--- config.mk ---
export PLATFORM = sky130hd
export DESIGN_NAME = prng_lfsr_gen
export DESIGN_NICKNAME = d
export VERILOG_FILES = /design/src/rtl/prng_lfsr_gen.sv
export SDC_FILE = /design/constraint.sdc
export NUM_CORES = 1
export LEC_CHECK = 0
export ABC_CLOCK_PERIOD_IN_PS = 2000
export CAP_MARGIN = 25
export CORE_MARGIN = 2
export CORE_UTILIZATION = 50
export CTS_BUF_LIST = sky130_fd_sc_hd__clkbuf_4
export DETAILED_ROUTE_END_ITERATION = 10
export PLACE_DENSITY = 0.84
export RECOVER_POWER = 25
export SLEW_MARGIN = 20
export SYNTH_ARGS = -nofsm -noshare
export SYNTH_HDL_FRONTEND = slang
export SYNTH_SLANG_ARGS = --single-unit
--- constraint.sdc ---
create_clock -name clk -period 2 [get_ports clk]
set_input_delay 0.4 -clock clk [delete_from_list [all_inputs] [get_ports clk]]
set_output_delay 0.4 -clock clk [all_outputs]
set_load 0.02 [all_outputs]
--- src/rtl/prng_lfsr_gen.sv ---
// Galois-LFSR word generator; a word is valid OUT_W enabled cycles after entering GEN, on demand or paced by a rate divider.
// Backpressure: the word is held and the LFSR frozen until out_valid & out_ready; a rate tick dropped meanwhile sets sticky overflow.
module prng_lfsr_gen #(
   parameter int               WIDTH   = 16,
   parameter logic [WIDTH-1:0] TAPS    = 'hB400,
   parameter int               OUT_W   = 8,
   parameter int               CLK_HZ  = 10_000_000,
   parameter int               RATE_HZ = 0
) (
   input  logic             clk,
   input  logic             rst,
   input  logic             en,
   input  logic             mode,
   input  logic             seed_load,
   input  logic [WIDTH-1:0] seed,
   output logic             out_valid,
   input  logic             out_ready,
   output logic [OUT_W-1:0] out_data,
   output logic             overflow,
   output logic [WIDTH-1:0] state
);

   localparam bit PER_EN  = (RATE_HZ != 0);
   localparam int DIV_RAW = CLK_HZ / ((RATE_HZ == 0) ? 1 : RATE_HZ);
   localparam int DIV     = (DIV_RAW < 1) ? 1 : DIV_RAW;
   localparam int DW      = (DIV > 1) ? $clog2(DIV) : 1;
   localparam int CW      = (OUT_W > 1) ? $clog2(OUT_W) : 1;

   typedef enum logic [1:0] {IDLE, GEN, HOLD} fsm_t;

   fsm_t             fsm, fsm_nxt, fsm_init;
   logic [WIDTH-1:0] lfsr, lfsr_nxt;
   logic [OUT_W-1:0] sh, sh_nxt, word;
   logic [OUT_W:0]   sh_cat;
   logic [CW-1:0]    cnt;
   logic [DW-1:0]    div_cnt;
   logic             ovf, bit_out, step, last, tick, periodic_sel;

   assign bit_out      = lfsr[0];
   assign lfsr_nxt     = (lfsr >> 1) ^ (bit_out ? TAPS : '0);
   assign sh_cat       = {sh, bit_out};
   assign sh_nxt       = sh_cat[OUT_W-1:0];
   assign step         = (fsm == GEN) && en;
   assign last         = step && (cnt == CW'(OUT_W - 1));
   assign tick         = PER_EN && en && (div_cnt == DW'(DIV - 1));
   // With RATE_HZ == 0 periodic mode collapses onto on-demand behaviour.
   assign periodic_sel = PER_EN && mode;
   assign fsm_init     = periodic_sel ? IDLE : GEN;

   always_comb begin
      fsm_nxt = fsm;
      if (seed_load) begin
         fsm_nxt = fsm_init;
      end else begin
         case (fsm)
            IDLE:    if (tick)      fsm_nxt = GEN;
            GEN:     if (last)      fsm_nxt = HOLD;
            HOLD:    if (out_ready) fsm_nxt = periodic_sel ? IDLE : GEN;
            default:                fsm_nxt = fsm_init;
         endcase
      end
   end

   always_ff @(posedge clk) begin
      if (rst) fsm <= fsm_init;
      else     fsm <= fsm_nxt;
   end

   always_ff @(posedge clk) begin
      if (rst) begin
         lfsr    <= WIDTH'(1);
         sh      <= '0;
         word    <= '0;
         cnt     <= '0;
         div_cnt <= '0;
         ovf     <= 1'b0;
      end else if (seed_load) begin
         // The all-zero state would lock the LFSR, so it is replaced by 1.
         lfsr    <= (seed == '0) ? WIDTH'(1) : seed;
         sh      <= '0;
         cnt     <= '0;
         div_cnt <= '0;
         ovf     <= 1'b0;
      end else begin
         if (step) begin
            lfsr <= lfsr_nxt;
            sh   <= sh_nxt;
            if (last) begin
               cnt  <= '0;
               word <= sh_nxt;
            end else begin
               cnt  <= cnt + CW'(1);
            end
         end
         if (PER_EN && en) div_cnt <= tick ? '0 : div_cnt + DW'(1);
         if (tick && mode && (fsm != IDLE)) ovf <= 1'b1;
      end
   end

   assign out_valid = (fsm == HOLD);
   assign out_data  = word;
   assign overflow  = ovf;
   assign state     = lfsr;

endmodule
# After elaboration in Yosys (flattened, before gate mapping)
# Cells that the tools add are included.
op_classes:
  n_mux: 8
  n_shift: 0
  bitwise_logic: 3
  n_addsub: 1
  reduce_logical: 8
  order_cmp: 0
  mul: 0
  n_eq_ne: 5
  n_div: 0
ops:
  columns: ["op", "count"]
  rows:
  - ["$mux W16", 4]
  - ["$logic_not A16 Y1", 1]
  - ["$xor A15 B16 Y16", 1]
  - ["$pmux W2 S3", 1]
  - ["$reduce_and A3 Y1", 2]
  - ["$mux W2", 2]
  - ["$add A3 B1 Y3 const B", 1]
  - ["$eq A3 B3 Y1 const B", 1]
  - ["$mux W3", 1]
  - ["$eq A2 B1 Y1 const B", 1]
  - ["$eq A2 B2 Y1 const B", 1]
  - ["$logic_and A1 B1 Y1", 2]
  - ["$logic_not A2 Y1", 1]
  - ["$ne A2 B1 Y1 const B", 1]
  - ["$ne A2 B2 Y1 const B", 1]
  - ["$not A1 Y1", 2]
  - ["$reduce_bool A2 Y1", 1]
  - ["$reduce_or A2 Y1", 1]
word_totals:
  register_bits: 36
  word_cells: 30
  memories: 0
  mem_bits_ro: 0
  input_bits: 22
  ram_bits: 0
  latchBits: 0

# Logic depth before layout (Yosys ltp)
# Gate-level depths: netlist (run 1).
depth:
  depth_word: 5
  depth_mapped: 5
  ltp_nobuf: 4

# Least setup slack after synthesis (run 1)
# Ideal clock, no wire load.
synth_timing:
  kind: "in2reg"
  from: "in en"
  to: "reg word[0], in the netlist out_data[0]"
  setup_ps: 72
  setup_slack_ps: 790
  arrival_time_ps: 1139
  stages: 5
  path_cell_list: "and3b_1 -> buf_6 -> and3_4 -> buf_6 -> mux2i_1"
synth_via:
  elab_chain_len: 3
synth_lines:
  columns: ["item", "line", "rtl"]
  rows:
  - ["from (decl)", "12", "input logic en,"]
  - ["$logic_and A1 B1 Y1 *", "43", "assign step = (fsm == GEN) && en;"]
  - ["$logic_and A1 B1 Y1", "44", "assign last = step && (cnt == CW'(OUT_W - 1));"]
  - ["$reduce_and A3 Y1 (no line) *", null, null]
  - ["to (signal assigned)", "90", "word <= sh_nxt;"]
  - ["to (decl)", "33", "logic [OUT_W-1:0] sh, sh_nxt, word;"]
# Mark *: on every way between the ends. The rest lies on a longest branch, timed or not.
# A chain may end at the register's enable or synchronous reset.

# Worst setup path after layout (run 1)
layout_timing:
  from: "reg fsm[1]"
  to: "out out_valid"
layout_via:
  elab_chain_len: 1
layout_lines:
  columns: ["item", "line", "rtl"]
  rows:
  - ["from (decl)", "31", "fsm_t fsm, fsm_nxt, fsm_init;"]
  - ["from (signal assigned)", "65", "if (rst) fsm <= fsm_init;"]
  - ["from (signal assigned)", "66", "else fsm <= fsm_nxt;"]
  - ["$eq A2 B2 Y1", "100", "assign out_valid = (fsm == HOLD);"]
  - ["to (decl)", "16", "output logic out_valid,"]
# No other way between the ends.

==> impl_results.md, run 1 <==
- Synthesized Nets: 215
- DIE AREA: 0.00370 mm^2
- TritonRoute pass-1 iters: 4
- Fill cells: 265
- Mapped Area: 0.00161 mm^2
- Crit-path cells: nor2b_1, clkdlybuf4s50_1
- GRT overflow: 0
- Share of the synthesized area in the top cell type: 44.7%
- Most frequent cells in the layout: 46 x nand2_1, 44 x clkdlybuf4s50_1, 36 x dfxtp_1
- Crit path buf inv count: 1
- Layout cells sized above 1: 7.56%
- # rows: 20
- Post-CTS Setup Inserts: 0
- Clock Path Buffers: 2
- Largest area contributor in the netlist: dfxtp_1
- CTS tree: built
- Post_cts resized: 0
- Placer Congestion: 0.843
- CP startpoint kind: flop
- Vias per inst: 5.17
- Yosys reg bits: 36
- Global-route wire length before repair: 5640 um
- Worst EP arrival: 1.49 ns
- Final net count: 261
- WP data required: 1.60 ns
- Die Wd: 60.8 um
- Largest net degree at the start of global routing: 34
- Antenna-violating nets left: 0
- Worst setup path category: reg -> out
- First DRT Iteration DRCs: 58
- Final total power: 0.00140 W
- Unrepaired setup endpoints after global routing: no
- Hold depth: 2
- Port buffer count: 45
- Starting Density: 52.9%
- Most common cell after layout, fill and taps aside: nand2_1
- Slew Limit Fails: 0
- Hold Vio Cnt, Final: 0
- WL per Instance: 13.1 um
- F_max: 530 MHz
- Worst IR Drop VDD: 510 uV
- Slowest stage cell on the critical path: clkdlybuf4s50_1
- IO Pins: 48
- Clock skew: 0.00336 ns
- Placed Area: 0.00209 mm^2
- Vias in the first global route: 1251
- Die H: 60.8 um
- Top area cells in the synthesized netlist: dfxtp_1 45%, nand2_1 11%, a311oi_1 6.5%, nand2b_1 6.2%, mux2i_1 5.0%
- Max-Cap Viols: 0
- Post-Synthesis Cells: 191
- Clock Tree Root: clkbuf_4
- Max_slew headroom: 44.4%
- Tmin final: 1.89 ns
- Delay-heaviest family, CP: buffers and inverters
- Htree depth: 2
- Worst path max stage delay: 0.62 ns
- Clock sink total: 36
- Worst reg2reg path depth: 4
- Routed WL: 3710 um
- Yosys cell types: 31
- CTS Hold Buffers Added: 0
- Crit. End Element: primary output
- DP HPWL: 2650 um
- Hold WC Path Type: reg -> reg
- Core Area: 0.00305 mm^2
- Pwr Density: 652 mW/mm^2
- Area grow syn2layout: 32.6%
- Mean Syn Cell Area: 8.45 um^2
- Worst Path Max Fanout: 4
- Final non-filler cell area: 0.00214 mm^2
- Via count: 1458
- Setup violators final: 0
- Setup TNS: 0 ns
- Worst-margin pin slew: 0.834 ns
- Hold Slack: 0.462 ns
- Synth warn: 0
- Initial antenna violation count: 0
- Static Leak: 0.758 nW
- Worst-Skew Late Latency: 0.33 ns
- Worst-path clk slew: 0.10 ns
- Outcome: complete, no violations
- Seq/Total Area, Yosys: 44.7%
- Tcrit/Tclk final: 94.3%
- GRT Util Overall: 21.2%
- Ant. Diodes: 0
- Cts bufs inserted: 5
- Number of remaining DRC errors: 0
- Critical Path Stages: 2
-- layout make-up --
cell class                 instances  area, um^2  area share, %
clock buffer                       7        52.6           2.45
sequential                        36         721           33.7
timing repair buffer              54         518           24.2
multi-input combinational        138         783           36.6
inverter                           2        7.51          0.351
tap                               44        55.1           2.57
clock inverter                     1        3.75          0.175
-- per-stage QoR --
stage	util, %	setup slack, ns	std cells
2_1_floorplan	-	0.790	191
3_3_place_gp	68.4	0.234	274
3_5_place_dp	68.4	0.225	274
4_1_cts	70.3	0.0891	282
5_1_grt	70.1	0.0160	282
6_report	70.1	0.113	282
-- report_power, final --
| group | internal [W] | leakage, nW | switching, W |
|---|---|---|---|
| clock | 0.000162 | 0.0338 | 0.000223 |
| combinational | 0.000121 | 0.430 | 0.000122 |
| sequential | 0.000744 | 0.295 | 0.0000233 |
| total | 0.00103 | 0.758 | 0.000368 |
-- state kept, by name, indices dropped and copies added, names as in the netlist --
register,flops
out_data,8
state,16
sh,7
fsm,2
cnt,3
-- cell usage after synthesis (all sizes together) --
cell type  number
clkinv          1
a22oi           1
nand2          46
nor4            4
xor2            3
or3             1
nor2b           1
nand4           1
a311oi         12
and3            1
nand2b         16
a32oi           1
conb            1
buf            12
a21o            1
nor3            1
mux2i           8
ha              2
and3b           1
nor2           20
o32ai           3
clkbuf          3
nand3b          2
dfxtp          36
a21oi          10
or2             2
inv             1
-- final timing paths --
| path | startpoint | end | slack, ns |
|---|---|---|---|
| min reg2reg | cnt[2] | cnt[2] | 0.46 |
| max | fsm[1] | out_valid | 0.11 |
| min | cnt[2] | cnt[2] | 0.46 |
| max reg2reg | cnt[0] | out_data[3] | 0.42 |
-- kinds of logic after synthesis --
kind of cell | after synthesis | share of synthesized area [%]
muxes | 8 | 4.96
xor gates and xnor gates | 3 | 1.63
adders and majority gates | 2 | 1.55
AOI/OAI and AO/OA | 28 | 12.7
buffers and inverters | 17 | 6.51
and+or+nand+nor | 96 | 27.8
other | 1 | 0.232
DFF | 36 | 44.7
-- routing by layer --
| metal | up-vias | wire [um] | part of all wire, % | global-route usage, % |
|---|---|---|---|---|
| li1 | 736 | - | - | - |
| met5 | - | 0 | 0 | 0 |
| met2 | 37 | 1760 | 47 | 31.8 |
| met1 | 681 | 1710 | 46 | 28.1 |
| met3 | 4 | 183 | 4.9 | 6.61 |
| met4 | 0 | 56 | 1.5 | 9.01 |
-- worst register-to-register path: stages (launching register included) --
cell	delay [ns]
dfxtp_1	0.37
ha_1	0.16
ha_1	0.22
and3_1	0.49
mux2i_1	0.27
No activity file was read; power rests on OpenSTA's default activity.
==> run 2, diff against run 1 <==
Settings changed: MAX_ROUTING_LAYER set to met4.
==> run 2 against run 1 <==
Combinational power barely moved; cell count did not move; global-route usage rose by 0.67 points; final area did not move; worst setup slack barely moved; non-clock buffer count did not move; die area did not move; fmax barely moved; critical path depth did not move; largest cell class unchanged.
==> impl_results.md, run 2 (synthesized netlist as in run 1, its figures left out) <==
- Setup violators final: 0 (unchanged)
- CTS tree: built
- Clock Path Buffers: 2 (unchanged)
- Max-Cap Viols: 0 (unchanged)
- Met3 WL: 187 um (+2.2%)
- Initial antenna violation count: 0 (unchanged)
- Worst IR Drop VDD: 510 uV (about the same)
- Slowest stage cell on the critical path: clkdlybuf4s50_1
- Met2 wire len: 1750 um (-0.34%)
- Final net count: 261 (unchanged)
- DIE AREA: 0.00370 mm^2 (unchanged)
- Cts bufs inserted: 5 (unchanged)
- Most frequent cells in the layout: 46 x nand2_1, 44 x clkdlybuf4s50_1, 36 x dfxtp_1
- Final total power: 0.00140 W (about the same)
- Clock sink total: 36 (unchanged)
- Vias in the first global route: 1249 (-0.16%)
- Register-to-register setup slack: 0.42 ns (about the same)
- First DRT Iteration DRCs: 57 (-1.7%)
- Vias per inst: 5.16 (-0.14%)
- Setup TNS: 0 ns (unchanged)
- Antenna-violating nets left: 0 (unchanged)
- Final non-filler cell area: 0.00214 mm^2 (unchanged)
- WL per Instance: 13.1 um (about the same)
- Unrepaired setup endpoints after global routing: no
- TritonRoute pass-1 iters: 4 (unchanged)
- Port buffer count: 45 (unchanged)
- Global-route wire length before repair: 5640 um (unchanged)
- Placed Area: 0.00209 mm^2 (unchanged)
- Hold Vio Cnt, Final: 0 (unchanged)
- Post_cts resized: 0 (unchanged)
- M1 wire length: 1710 um (about the same)
- Clock skew: 0.00365 ns (+0.000286 ns)
- Largest net degree at the start of global routing: 34 (unchanged)
- Routed WL: 3700 um (about the same)
- Placer Congestion: 0.856 (+1.6%)
- GRT Util Overall: 21.8% (+0.67 points)
- Starting Density: 52.9% (unchanged)
- Worst Hold Launch: cnt[2]
- Htree depth: 2 (unchanged)
- Outcome: complete, no violations
- Die Wd: 60.8 um (unchanged)
- Clock Tree Root: clkbuf_4
- Tmin final: 1.89 ns (-0.000305 ns)
- Hold Path Sink: cnt[2]
- Die H: 60.8 um (unchanged)
- F_max: 530 MHz (about the same)
- Worst Path Max Fanout: 4 (unchanged)
- Core Area: 0.00305 mm^2 (unchanged)
- DP HPWL: 2650 um (unchanged)
- CP startpoint kind: flop
- Worst reg2reg path depth: 4 (unchanged)
- Most common cell after layout, fill and taps aside: nand2_1
- Via count: 1456 (-0.14%)
- Worst-margin pin slew: 0.832 ns (-0.00139 ns)
- Crit. End Element: primary output
- Crit-path cells: nor2b_1, clkdlybuf4s50_1
- CTS Hold Buffers Added: 0 (unchanged)
- Worst path max stage delay: 0.62 ns (about the same)
- Max_slew headroom: 44.5% (+0.093 points)
- Pwr Density: 652 mW/mm^2 (about the same)
- Layout cells sized above 1: 7.56% (unchanged)
- Crit Reg-Reg Startpoint: cnt[0]
- Slew Limit Fails: 0 (unchanged)
- Hold depth: 2 (unchanged)
- Ant. Diodes: 0 (unchanged)
- # rows: 20 (unchanged)
- Number of remaining DRC errors: 0 (unchanged)
- Worst-path clk slew: 0.10 ns (about the same)
- Worst EP arrival: 1.49 ns (about the same)
- Worst setup path category: reg -> out
- Post-CTS Setup Inserts: 0 (unchanged)
- Crit Reg-Reg Endpoint: out_data[3]
- GRT overflow: 0 (unchanged)
- Static Leak: 0.758 nW (unchanged)
- WP data required: 1.60 ns (about the same)
- Max reg flops: 16 (unchanged)
- Worst-Skew Late Latency: 0.33 ns (about the same)
- IO Pins: 48 (unchanged)
- Hold WC Path Type: reg -> reg
- Top Layer Used: met4
- Tcrit/Tclk final: 94.3% (about the same)
- Area grow syn2layout: 32.6% (unchanged)
run 2: cell counts in the layout (fill, tap and decap cells not counted):
No cell type changed its count.
run 2: final cells by class:
| cell class | instances | area [um^2] |
|---|---|---|
| clock buffer | 7 | 52.6 |
| sequential | 36 | 721 |
| tap | 44 | 55.1 |
| clock inverter | 1 | 3.75 |
| multi-input combinational | 138 | 783 |
| timing repair buffer | 54 | 518 |
| inverter | 2 | 7.51 |
| fill | 265 | 912 |
run 2: worst max-delay path by stage:
stage,from,endpoint,cells after the start
3_5_place_dp,en,state[15],5
2_1_floorplan,en,out_data[0],5
6_report,fsm[1],out_valid,2
4_1_cts,fsm[1],out_valid,2
3_3_place_gp,seed_load,state[12],3
5_1_grt,fsm[1],out_valid,2
run 2: per-stage QoR:
stage                     hold WS (ns)  setup slack (ns)  utilization [%]  cells
final                            0.462             0.113             70.1    282
after global routing             0.491            0.0160             70.1    282
after CTS                        0.464            0.0891             70.3    282
after detailed placement         0.450             0.225             68.4    274
after global placement           0.446             0.234             68.4    274
after floorplan                  0.436             0.790                -    191
run 2: per-layer routing:
layer	track usage, %	vias up
li1	-	736
met4	9.01	0
met1	28.1	677
met5	-	-
met2	31.8	39
met3	6.61	4
run 2: critical path: cells and delay by family (launching register included):
| kind | cells | cell delay (ns) |
|---|---|---|
| flip-flops | 1 | 0.35 |
| AND/OR/NAND/NOR | 1 | 0.18 |
| buffers and inverters | 1 | 0.62 |
run 2: power breakdown:
| part | switching (W) | internal, W | total [W] |
|---|---|---|---|
| combinational | 0.000122 | 0.000121 | 0.000243 |
| clock | 0.000223 | 0.000162 | 0.000385 |
| sequential | 0.0000233 | 0.000744 | 0.000767 |
| total | 0.000368 | 0.00103 | 0.00140 |
==> run 3, diff against run 2 <==
Settings changed: DONT_BUFFER_PORTS set to 1, PLACE_DENSITY 0.84 to not set.
==> run 3 against run 2 <==
Sequential share of layout area increased by 10 points; first-iteration DRC count increased by 18%; die area unchanged; critical path depth increased by 2; non-clock buffer count decreased by 50; clock skew increased by 0.00074 ns; clock power decreased by 10%; via count decreased by 12%; largest power group unchanged; routed wire length decreased by 9.7%; utilization decreased by 16 points; hold slack got worse by 0.33 ns; flip-flop and latch count unchanged; largest cell class unchanged.
==> impl_results.md, run 3 (synthesized netlist as in run 1, its figures left out) <==
- Outcome: complete, no violations
- Worst-path clk slew: 0.10 ns (about the same)
- Layout cells sized above 1: 6.42% (-1.1 points)
- DIE AREA: 0.00370 mm^2 (unchanged)
- Number of remaining DRC errors: 0 (unchanged)
- Post-CTS Setup Inserts: 0 (unchanged)
- Final non-filler cell area: 0.00164 mm^2 (-23%)
- Delay-heaviest family, CP: simple AND/OR/NAND/NOR gates
- Switching Share: 27.1% (+0.76 points)
- TritonRoute pass-1 iters: 4 (unchanged)
- Final net count: 211 (-19%)
- Placer Congestion: 0.738 (-14%)
- Worst-Skew Late Latency: 0.33 ns (about the same)
- Worst IR Drop VDD: 402 uV (-21%)
- Hold Vio Cnt, Final: 0 (unchanged)
- Clock Tree Root: clkbuf_4
- Area grow syn2layout: 1.78%
- Worst EP arrival: 1.81 ns (+0.32 ns)
- Most frequent cells in the layout: 46 x nand2_1, 36 x dfxtp_1, 20 x nor2_1
- Vias per inst: 5.53 (+7.2%)
- Htree depth: 2 (unchanged)
- F_max: 632 MHz (+19%)
- CTS Hold Buffers Added: 0 (unchanged)
- DP HPWL: 2350 um (-11%)
- Max_slew headroom: 64.6% (+20 points)
- Via count: 1278 (-12%)
- Slew Limit Fails: 0 (unchanged)
- Die H: 60.8 um (unchanged)
- Static Leak: 0.554 nW (-27%)
- Seq pwr share: 64.5% (+9.5 points)
- Port buffer count: 0 (-100%)
- Antenna-violating nets left: 0 (unchanged)
- # rows: 20 (unchanged)
- Starting Density: 52.9% (unchanged)
- Largest net degree at the start of global routing: 35 (+2.9%)
- Logic pwr share: 7.9% (-9.5 points)
- Multi-input combinational cell area: 785 um^2 (+0.16%)
- Initial antenna violation count: 0 (unchanged)
- Pwr Density: 759 mW/mm^2 (+16%)
- Crit-path cells: nand3b_1, buf_4, nand2_1, a311oi_1
- Setup TNS: 0 ns (unchanged)
- Final core occ: 53.8% (-16 points)
- Dpl ws: 0.572 ns (+0.348 ns)
- CTS tree: built
- Placed Area: 0.00160 mm^2 (-23%)
- GRT Util Overall: 20.2% (-1.6 points)
- Setup violators final: 0 (unchanged)
- Switch Pwr: 0.000338 W (-8.1%)
- Crit. End Element: flop
- Max reg flops: 16 (unchanged)
- Slowest stage cell on the critical path: nand3b_1
- First DRT Iteration DRCs: 67 (+18%)
- Global-route wire length before repair: 5290 um (-6.2%)
- Cts bufs inserted: 5 (unchanged)
- Worst path max stage delay: 0.42 ns (-0.20 ns)
- Max-Cap Viols: 0 (unchanged)
- Slack of the critical path: 0.418 ns (+0.305 ns)
- Worst-margin pin slew: 0.529 ns (-0.303 ns)
- Clock Path Buffers: 2 (unchanged)
- Vias in the first global route: 1182 (-5.4%)
- Die Wd: 60.8 um (unchanged)
- Routed WL: 3350 um (-9.7%)
- Crit path buf inv count: 1 (unchanged)
- Clock skew: 0.00439 ns (+0.000737 ns)
- Clock sink total: 36 (unchanged)
- Post_cts resized: 0 (unchanged)
- IO Pins: 48 (unchanged)
- Core Area: 0.00305 mm^2 (unchanged)
- GRT overflow: 0 (unchanged)
- Unrepaired setup endpoints after global routing: no
- Int Pwr: 0.000908 W (-12%)
- Tcrit/Tclk final: 79.1% (-15 points)
- WL per Instance: 14.5 um (+10%)
- Fill cells: 330 (+25%)
- Ant. Diodes: 0 (unchanged)
- Worst setup path category: reg -> reg
- CP startpoint kind: flop
- Sequential cell area: 721 um^2 (unchanged)
- Worst Path Max Fanout: 14 (+10)
- WP data required: 2.23 ns (+0.63 ns)
- Most common cell after layout, fill and taps aside: nand2_1
- Clock network fraction of design power: 27.7% (about the same)
- Tmin final: 1.58 ns (-0.305 ns)
- Hold WC Path Type: in -> reg
-- run 3: cell types whose count changed in the layout (fill, tap and decap cells not counted), sizes merged --
cell,change
buf,-5
clkbuf,-2
clkinv,+1
dlygate4sd3,-1
clkdlybuf4s50,-44
-- run 3: power groups by stage --
stage | combinational, W | clock [W] | sequential (W)
detailed placement | 0.0000983 | 0 | 0.000821
global route | 0.000111 | 0.000391 | 0.000809
floorplan | 0.0000978 | 0 | 0.000809
finish | 0.0000980 | 0.000345 | 0.000804
global placement | 0.0000940 | 0 | 0.000820
CTS | 0.0000988 | 0.000356 | 0.000804
-- run 3: worst paths after layout --
check	to	slack (ns)	depth (start not counted)	from
max	state[11]	0.42	4	fsm[1]
min	state[3]	0.13	1	rst
max reg2reg	state[11]	0.42	4	fsm[1]
min reg2reg	cnt[2]	0.47	2	cnt[2]
-- run 3: final cells by class --
cell class	instances	share of cell area, %
clock buffer	5	2.28
clock inverter	2	0.457
inverter	2	0.457
multi-input combinational	138	47.8
sequential	36	43.9
tap	44	3.35
timing repair buffer	4	1.83
-- run 3: through the flow --
| stage | total power (W) | cells | hold WS (ns) |
|---|---|---|---|
| global placement | 0.000914 | 224 | 0.444 |
| global route | 0.00131 | 231 | 0.0943 |
| CTS | 0.00126 | 231 | 0.110 |
| finish | 0.00125 | 231 | 0.132 |
| detailed placement | 0.000919 | 224 | 0.464 |
| floorplan | 0.000907 | 191 | 0.436 |
-- run 3: metal layers --
layer	GRT usage [%]	up-vias	part of all wire [%]
met5	-	-	0
met4	7.45	0	1.4
met3	10.0	6	9.3
met2	31.2	50	47
met1	22.5	582	43
li1	-	640	-
